--- src/rtl/modrm_decode_pkg.sv ---
// Shared types and encodings for the ModR/M operand-fetch stage.
// The optional feature macro MODRM_FAST_REG_EN is consumed by modrm_decode.sv.
package modrm_decode_pkg;

    typedef enum logic [2:0] {
        ST_IDLE    = 3'd0,
        ST_MODRM   = 3'd1,
        ST_DISP_LO = 3'd2,
        ST_DISP_HI = 3'd3,
        ST_REGREAD = 3'd4,
        ST_CALC    = 3'd5,
        ST_DONE    = 3'd6
    } state_e;

    localparam logic [1:0] MOD_NODISP = 2'b00;
    localparam logic [1:0] MOD_DISP8  = 2'b01;
    localparam logic [1:0] MOD_DISP16 = 2'b10;
    localparam logic [1:0] MOD_REG    = 2'b11;

    localparam logic [2:0] REG_BX = 3'd3;
    localparam logic [2:0] REG_BP = 3'd5;
    localparam logic [2:0] REG_SI = 3'd6;
    localparam logic [2:0] REG_DI = 3'd7;

    localparam logic [2:0] RM_DIRECT = 3'b110;

    function automatic logic [15:0] sign_ext8(input logic [7:0] b);
        return {{8{b[7]}}, b};
    endfunction

endpackage

--- src/rtl/modrm_decode_ea_select.sv ---
// Combinational rm/mod decode into register-file selects and addressing flags.
module modrm_ea_select
    import modrm_decode_pkg::*;
(
    input  logic [1:0] mod_i,
    input  logic [2:0] rm_i,
    output logic [2:0] base_sel_o,
    output logic [2:0] index_sel_o,
    output logic       index_valid_o,
    output logic       bp_as_base_o,
    output logic       direct_o
);

    // Base/index pair for each rm encoding
    always_comb begin
        base_sel_o    = REG_BX;
        index_sel_o   = 3'd0;
        index_valid_o = 1'b0;
        case (rm_i)
            3'b000: begin base_sel_o = REG_BX; index_sel_o = REG_SI; index_valid_o = 1'b1; end
            3'b001: begin base_sel_o = REG_BX; index_sel_o = REG_DI; index_valid_o = 1'b1; end
            3'b010: begin base_sel_o = REG_BP; index_sel_o = REG_SI; index_valid_o = 1'b1; end
            3'b011: begin base_sel_o = REG_BP; index_sel_o = REG_DI; index_valid_o = 1'b1; end
            3'b100: base_sel_o = REG_SI;
            3'b101: base_sel_o = REG_DI;
            3'b110: base_sel_o = REG_BP;
            3'b111: base_sel_o = REG_BX;
            default: base_sel_o = REG_BX;
        endcase
    end

    // rm 110 with mod 00 is a direct address, so BP is not involved there
    always_comb begin
        direct_o = (mod_i == MOD_NODISP) && (rm_i == RM_DIRECT);
        if (mod_i == MOD_REG) begin
            bp_as_base_o = 1'b0;
        end else if ((rm_i == 3'b010) || (rm_i == 3'b011)) begin
            bp_as_base_o = 1'b1;
        end else if (rm_i == RM_DIRECT) begin
            bp_as_base_o = (mod_i == MOD_DISP8) || (mod_i == MOD_DISP16);
        end else begin
            bp_as_base_o = 1'b0;
        end
    end

endmodule

--- src/rtl/modrm_decode.sv ---
// ModR/M + displacement fetch, register-file read and 16-bit EA computation.
// Optional MODRM_FAST_REG_EN: mod 11 skips REGREAD/CALC and completes straight from MODRM.
module modrm_decode
    import modrm_decode_pkg::*;
#(
    parameter int ADDR_WIDTH = 16
) (
    input  logic                  clk,
    input  logic                  reset_n,
    input  logic                  start,
    input  logic                  clear,
    input  logic                  fifo_empty,
    input  logic [7:0]            fifo_rd_data,
    output logic                  fifo_rd_en,
    output logic [2:0]            rf_rd_sel [2],
    input  logic [ADDR_WIDTH-1:0] rf_rd_val [2],
    output logic [2:0]            reg_field,
    output logic [2:0]            rm_field,
    output logic                  rm_is_reg,
    output logic                  bp_as_base,
    output logic [ADDR_WIDTH-1:0] effective_addr,
    output logic                  busy,
    output logic                  complete
);

    localparam logic [ADDR_WIDTH-1:0] ADDR_ZERO = {ADDR_WIDTH{1'b0}};

    state_e                state_q, state_d;
    logic [1:0]            mod_q, mod_d;
    logic [2:0]            reg_q, reg_d;
    logic [2:0]            rm_q, rm_d;
    logic                  is_reg_q, is_reg_d;
    logic                  bp_q, bp_d;
    logic [ADDR_WIDTH-1:0] disp_q, disp_d;
    logic [ADDR_WIDTH-1:0] ea_q, ea_d;
    logic                  busy_q, complete_q;
    logic [2:0]            rf_sel_q [2];
    logic [2:0]            rf_sel_d [2];

    logic [1:0]            sel_mod_s;
    logic [2:0]            sel_rm_s;
    logic [2:0]            base_sel_s, index_sel_s;
    logic                  index_valid_s, bp_sel_s, direct_s;
    logic                  byte_state_s;
    logic [ADDR_WIDTH-1:0] index_val_s;

    // While in MODRM the decode looks at the byte being popped, afterwards at the latched fields
    assign sel_mod_s = (state_q == ST_MODRM) ? fifo_rd_data[7:6] : mod_q;
    assign sel_rm_s  = (state_q == ST_MODRM) ? fifo_rd_data[2:0] : rm_q;

    modrm_ea_select u_ea_select (
        .mod_i         (sel_mod_s),
        .rm_i          (sel_rm_s),
        .base_sel_o    (base_sel_s),
        .index_sel_o   (index_sel_s),
        .index_valid_o (index_valid_s),
        .bp_as_base_o  (bp_sel_s),
        .direct_o      (direct_s)
    );

    assign byte_state_s = (state_q == ST_MODRM) || (state_q == ST_DISP_LO) || (state_q == ST_DISP_HI);
    assign fifo_rd_en   = byte_state_s && !fifo_empty && !clear;

    // Next-state and latched-field logic
    always_comb begin
        state_d     = state_q;
        mod_d       = mod_q;
        reg_d       = reg_q;
        rm_d        = rm_q;
        is_reg_d    = is_reg_q;
        bp_d        = bp_q;
        disp_d      = disp_q;
        ea_d        = ea_q;
        index_val_s = index_valid_s ? rf_rd_val[1] : ADDR_ZERO;
        if (clear) begin
            state_d = ST_IDLE;
        end else begin
            case (state_q)
                ST_IDLE: begin
                    if (start) state_d = ST_MODRM;
                    else       state_d = ST_IDLE;
                end
                ST_MODRM: begin
                    if (fifo_rd_en) begin
                        mod_d    = fifo_rd_data[7:6];
                        reg_d    = fifo_rd_data[5:3];
                        rm_d     = fifo_rd_data[2:0];
                        is_reg_d = (fifo_rd_data[7:6] == MOD_REG);
                        bp_d     = bp_sel_s;
                        disp_d   = ADDR_ZERO;
                        if ((fifo_rd_data[7:6] == MOD_DISP8) || (fifo_rd_data[7:6] == MOD_DISP16) || direct_s) begin
                            state_d = ST_DISP_LO;
                        end else if (fifo_rd_data[7:6] == MOD_REG) begin
`ifdef MODRM_FAST_REG_EN
                            ea_d    = ADDR_ZERO;
                            state_d = ST_DONE;
`else
                            state_d = ST_REGREAD;
`endif
                        end else begin
                            state_d = ST_REGREAD;
                        end
                    end else begin
                        state_d = ST_MODRM;
                    end
                end
                ST_DISP_LO: begin
                    if (fifo_rd_en) begin
                        if (mod_q == MOD_DISP8) begin
                            disp_d  = sign_ext8(fifo_rd_data);
                            state_d = ST_REGREAD;
                        end else begin
                            disp_d  = {8'h00, fifo_rd_data};
                            state_d = ST_DISP_HI;
                        end
                    end else begin
                        state_d = ST_DISP_LO;
                    end
                end
                ST_DISP_HI: begin
                    if (fifo_rd_en) begin
                        disp_d = {fifo_rd_data, disp_q[7:0]};
                        if (direct_s) begin
                            ea_d    = {fifo_rd_data, disp_q[7:0]};
                            state_d = ST_DONE;
                        end else begin
                            state_d = ST_REGREAD;
                        end
                    end else begin
                        state_d = ST_DISP_HI;
                    end
                end
                ST_REGREAD: state_d = ST_CALC;
                ST_CALC: begin
                    if (is_reg_q) ea_d = ADDR_ZERO;
                    else          ea_d = rf_rd_val[0] + index_val_s + disp_q;
                    state_d = ST_DONE;
                end
                ST_DONE: state_d = ST_IDLE;
                default: state_d = ST_IDLE;
            endcase
        end
    end

    // Register-file selects are only driven for the REGREAD cycle
    always_comb begin
        if (state_d == ST_REGREAD) begin
            rf_sel_d[0] = base_sel_s;
            if (index_valid_s) rf_sel_d[1] = index_sel_s;
            else               rf_sel_d[1] = 3'd0;
        end else begin
            rf_sel_d[0] = 3'd0;
            rf_sel_d[1] = 3'd0;
        end
    end

    // State and output registers
    always_ff @(posedge clk or negedge reset_n) begin
        if (!reset_n) begin
            state_q     <= ST_IDLE;
            mod_q       <= 2'b00;
            reg_q       <= 3'd0;
            rm_q        <= 3'd0;
            is_reg_q    <= 1'b0;
            bp_q        <= 1'b0;
            disp_q      <= ADDR_ZERO;
            ea_q        <= ADDR_ZERO;
            busy_q      <= 1'b0;
            complete_q  <= 1'b0;
            rf_sel_q[0] <= 3'd0;
            rf_sel_q[1] <= 3'd0;
        end else begin
            state_q     <= state_d;
            mod_q       <= mod_d;
            reg_q       <= reg_d;
            rm_q        <= rm_d;
            is_reg_q    <= is_reg_d;
            bp_q        <= bp_d;
            disp_q      <= disp_d;
            ea_q        <= ea_d;
            busy_q      <= (state_d != ST_IDLE);
            complete_q  <= (state_d == ST_DONE);
            rf_sel_q[0] <= rf_sel_d[0];
            rf_sel_q[1] <= rf_sel_d[1];
        end
    end

    assign rf_rd_sel[0]   = rf_sel_q[0];
    assign rf_rd_sel[1]   = rf_sel_q[1];
    assign reg_field      = reg_q;
    assign rm_field       = rm_q;
    assign rm_is_reg      = is_reg_q;
    assign bp_as_base     = bp_q;
    assign effective_addr = ea_q;
    assign busy           = busy_q;
    assign complete       = complete_q;

endmodule

--- config.mk ---
export PLATFORM = sky130hd
export DESIGN_NAME = modrm_decode
export DESIGN_NICKNAME = d
export VERILOG_FILES = /design/src/rtl/modrm_decode_pkg.sv /design/src/rtl/modrm_decode_ea_select.sv /design/src/rtl/modrm_decode.sv
export SDC_FILE = /design/constraint.sdc
export NUM_CORES = 1
export LEC_CHECK = 0
export BUFFER_PORTS_ARGS = -buffer_cell sky130_fd_sc_hd__buf_4
export CAP_MARGIN = 30
export CORE_MARGIN = 3
export CORE_UTILIZATION = 55
export DETAILED_ROUTE_END_ITERATION = 12
export HOLD_SLACK_MARGIN = 0.03
export PLACE_DENSITY = 0.91
export SETUP_SLACK_MARGIN = 0.2
export SLEW_MARGIN = 20
export SYNTH_ARGS = -nofsm -noshare
export SYNTH_HDL_FRONTEND = slang
export SYNTH_SLANG_ARGS = --single-unit
--- constraint.sdc ---
create_clock -name clk -period 9.7 [get_ports clk]
set_input_delay 0.485 -clock clk [delete_from_list [all_inputs] [get_ports clk]]
set_output_delay 0.485 -clock clk [all_outputs]
set_load 0.1 [all_outputs]
==> impl_metrics.tcl <==
set metrics [dict create \
    status "complete, no violations" \
    ys_seq_area_share_pct 36.2 \
    synth_area_mm2 0.00359 \
    synth_top_family_by_area "compound AO/OA/AOI/OAI gates" \
    total_power_mw 1.10 \
    placed_area_mm2 0.00418 \
    peakVddDrop_uv 198 \
    grt_pass1_vias 3279 \
    tns_ps 0 \
    antenna_found_initial 0 \
    stdcell_count 523 \
    crit_type "reg -> reg" \
    post-place-ws_ps 5060 \
    fillers 482 \
    max_freq_mhz 209 \
    gp_congestion 0.900 \
    synth_cells 383 \
    cts_num_sinks 52 \
    grt_pass1_wl_um 15700 \
    fp.dieH_um 86.8 \
    io_pins 78 \
    post_cts_resized 0 \
    cts_hold_buf 0 \
    avgSynthCellArea_um2 9.39 \
    htreeDepth 2 \
    clk_latency_ps 300 \
    synth-compound-area-share_pct 20.3 \
    synthXorXnorAreaFrac_pct 2.44 \
    worstMarginPinSlew_ps 965 \
    die_area_mm2 0.00754 \
    rows 28 \
    p_leak_nw 2.00 \
    drtIter0Drc 302 \
    synth_edf_count 0 \
    track_usage_pct 26.3 \
    cts_root_buf "clkbuf_8" \
    fin_nets 526 \
    crit_path_end_kind "flop" \
    cts_setup_buffers 0 \
    portBuffers 77 \
    fin_util_pct 70.3 \
    synth.distinct_cells 55 \
    dr.pass1.iters 9 \
    cp-start-kind "flop" \
    rsz0062_at_grt "false" \
    start_util_pct 58.6 \
    crit_fanout 18 \
    antenna_cells 0 \
    place_inst 516 \
    setup_viol 0 \
    die_w_um 86.8 \
    skew_ps 4.70 \
    cp_top_family "compound AO/OA/AOI/OAI gates" \
    drv_cap 0 \
    synthFlopType "dfrtp_1" \
    vias 3271 \
    dpl.hpwl_um 7160 \
    wl_per_cell_um 18.1 \
    path_buf_inv 0 \
    cts_max_path_buffers 2 \
    multi_input_comb_area_mm2 0.00217 \
    drtAntennaViolNets 0 \
    viasPerCell 6.25 \
    cts_tree "built" \
    syn-num-nets 461 \
    area_delta_synth_final_pct 19.8 \
    hold_slack_ps 199 \
    timing.final.crit_share_pct 49.4 \
    final-seq-area_mm2 0.00130 \
    drive_gt1_share_pct 22.5 \
    path_cells "nor3b_2, mux2i_1, and2_1, fa_1, ha_1, fa_1, a211oi_1, nor2_1, o21ai_0, o21ai_0, xor2_1, a221o_1" \
    synth-seq-cells 52 \
    crit_slowest_cell "nor3b_2" \
    critPathArrivalTime_ps 4980 \
    design_area_mm2 0.00431 \
    setup_ws_ps 4910 \
    p_per_area_mw_per_mm2 254 \
    synth_adder_area_share_pct 14.8 \
    grt_overflow_total 0 \
    cts_made_buffers 5 \
    finalMaxSlewViolations 0 \
    async_reset_ff_share_pct 100 \
    synthSimpleGateAreaFrac_pct 18.2 \
    cp_data_required_time_ps 9890 \
    cpPeakStageDelay_ps 700 \
    relSlewSlack_pct 35.2 \
    core_area_mm2 0.00613 \
    clk_pin_slew_worst_paths_ps 90 \
    drc 0 \
    hp-class "in -> async" \
    final_hold_viol_count 0 \
    grt_max_degree 53 \
    yosys_warnings 0 \
    drt-total-wl_um 9470 \
    period_needed_ps 4790 \
    synth.area.mux_share_pct 4.52 \
]
==> cell usage after synthesis, types with 2 or more instances <==
| master | instances | area share, % |
|---|---|---|
| ha_1 | 17 | 5.9 |
| o311ai_0 | 2 | 0.49 |
| nor2b_1 | 6 | 1.0 |
| buf_4 | 3 | 0.63 |
| nand2_1 | 47 | 4.9 |
| nor3_1 | 5 | 0.70 |
| o31ai_1 | 2 | 0.42 |
| xnor2_1 | 7 | 1.7 |
| o41ai_1 | 3 | 0.73 |
| and3_1 | 3 | 0.52 |
| a21boi_0 | 3 | 0.63 |
| xor2_1 | 3 | 0.73 |
| o21ai_0 | 39 | 5.4 |
| o21ai_1 | 2 | 0.28 |
| a21o_1 | 6 | 1.3 |
| a211oi_1 | 6 | 1.3 |
| and2_1 | 15 | 2.6 |
| mux2i_1 | 5 | 1.4 |
| mux2_2 | 10 | 3.1 |
| nand2b_1 | 5 | 0.87 |
| o21a_1 | 4 | 0.84 |
| fa_1 | 16 | 8.9 |
| clkbuf_1 | 15 | 1.6 |
| o21bai_1 | 3 | 0.63 |
| nor2_1 | 23 | 2.4 |
| a31oi_1 | 8 | 1.4 |
| inv_1 | 7 | 0.73 |
| a21oi_1 | 25 | 3.5 |
| o221ai_1 | 2 | 0.49 |
| nand4_1 | 5 | 0.87 |
| nand3b_1 | 2 | 0.42 |
| a22oi_1 | 2 | 0.42 |
| nor3b_1 | 6 | 1.3 |
| nand3_1 | 3 | 0.42 |
| dfrtp_1 | 52 | 36 |
| nor4_1 | 2 | 0.35 |
==> kinds of logic (layout without fill, tap and decap cells) <==
group | count (synthesis) | in the layout
simple gates | 129 | 129
flops | 52 | 52
buf+inv | 28 | 93
fa+ha+maj | 33 | 33
mux | 15 | 15
compound gates | 116 | 116
xor+xnor | 10 | 10
==> final cells by class <==
| cell class | count | area share (%) |
|---|---|---|
| flip-flops and latches | 52 | 30.2 |
| inverters | 8 | 0.697 |
| clock buffers | 5 | 1.60 |
| multi-input cells | 303 | 50.3 |
| clock inverters | 2 | 1.39 |
| well taps | 75 | 2.18 |
| repair buffers | 78 | 13.6 |
==> cell usage in the layout (no fill, tap or decap), types with 4 or more instances in the layout <==
master and count:
buf_4 78, dfrtp_1 52, nand2_1 47, o21ai_0 39
a21oi_1 25, nor2_1 23, ha_1 17, fa_1 16
and2_1 15, mux2_2 10, a31oi_1 8, inv_1 7
xnor2_1 7, a21o_1 6, nor2b_1 6, nor3b_1 6
a211oi_1 6, mux2i_1 5, nor3_1 5, nand2b_1 5
nand4_1 5, clkbuf_8 5, o21a_1 4
==> final timing paths <==
check                                                 end  slack (ps)                          start  cells past startpoint
hold reg to reg             effective_addr[3]$_DFFE_PN0P_         490  effective_addr[3]$_DFFE_PN0P_                      2
min in group clk                     state_q[2]$_DFF_PN0_         440                          clear                      2
setup reg to reg           effective_addr[13]$_DFFE_PN0P_        4910           state_q[0]$_DFF_PN0_                     12
hold / removal                       mod_q[0]$_DFFE_PN0P_         200                        reset_n                      1
setup / recovery           effective_addr[13]$_DFFE_PN0P_        4910           state_q[0]$_DFF_PN0_                     12
max in group asynchronous  effective_addr[11]$_DFFE_PN0P_        9060                        reset_n                      1
==> layer usage <==
metal	GRT usage, %	share of wire [%]	wire length (um)	up-vias
met5	0	0	0	-
met4	8.50	2.0	189	0
met3	4.85	9.7	919	27
met2	44.1	50	4700	193
met1	34.2	39	3670	1554
li1	-	-	-	1497
==> power breakdown <==
part / internal (mW) / switching [mW]
clock: 0.102 / 0.0697
sequential: 0.257 / 0.0375
combinational: 0.182 / 0.448
total: 0.540 / 0.556
No activity file was read; power rests on OpenSTA's default activity.
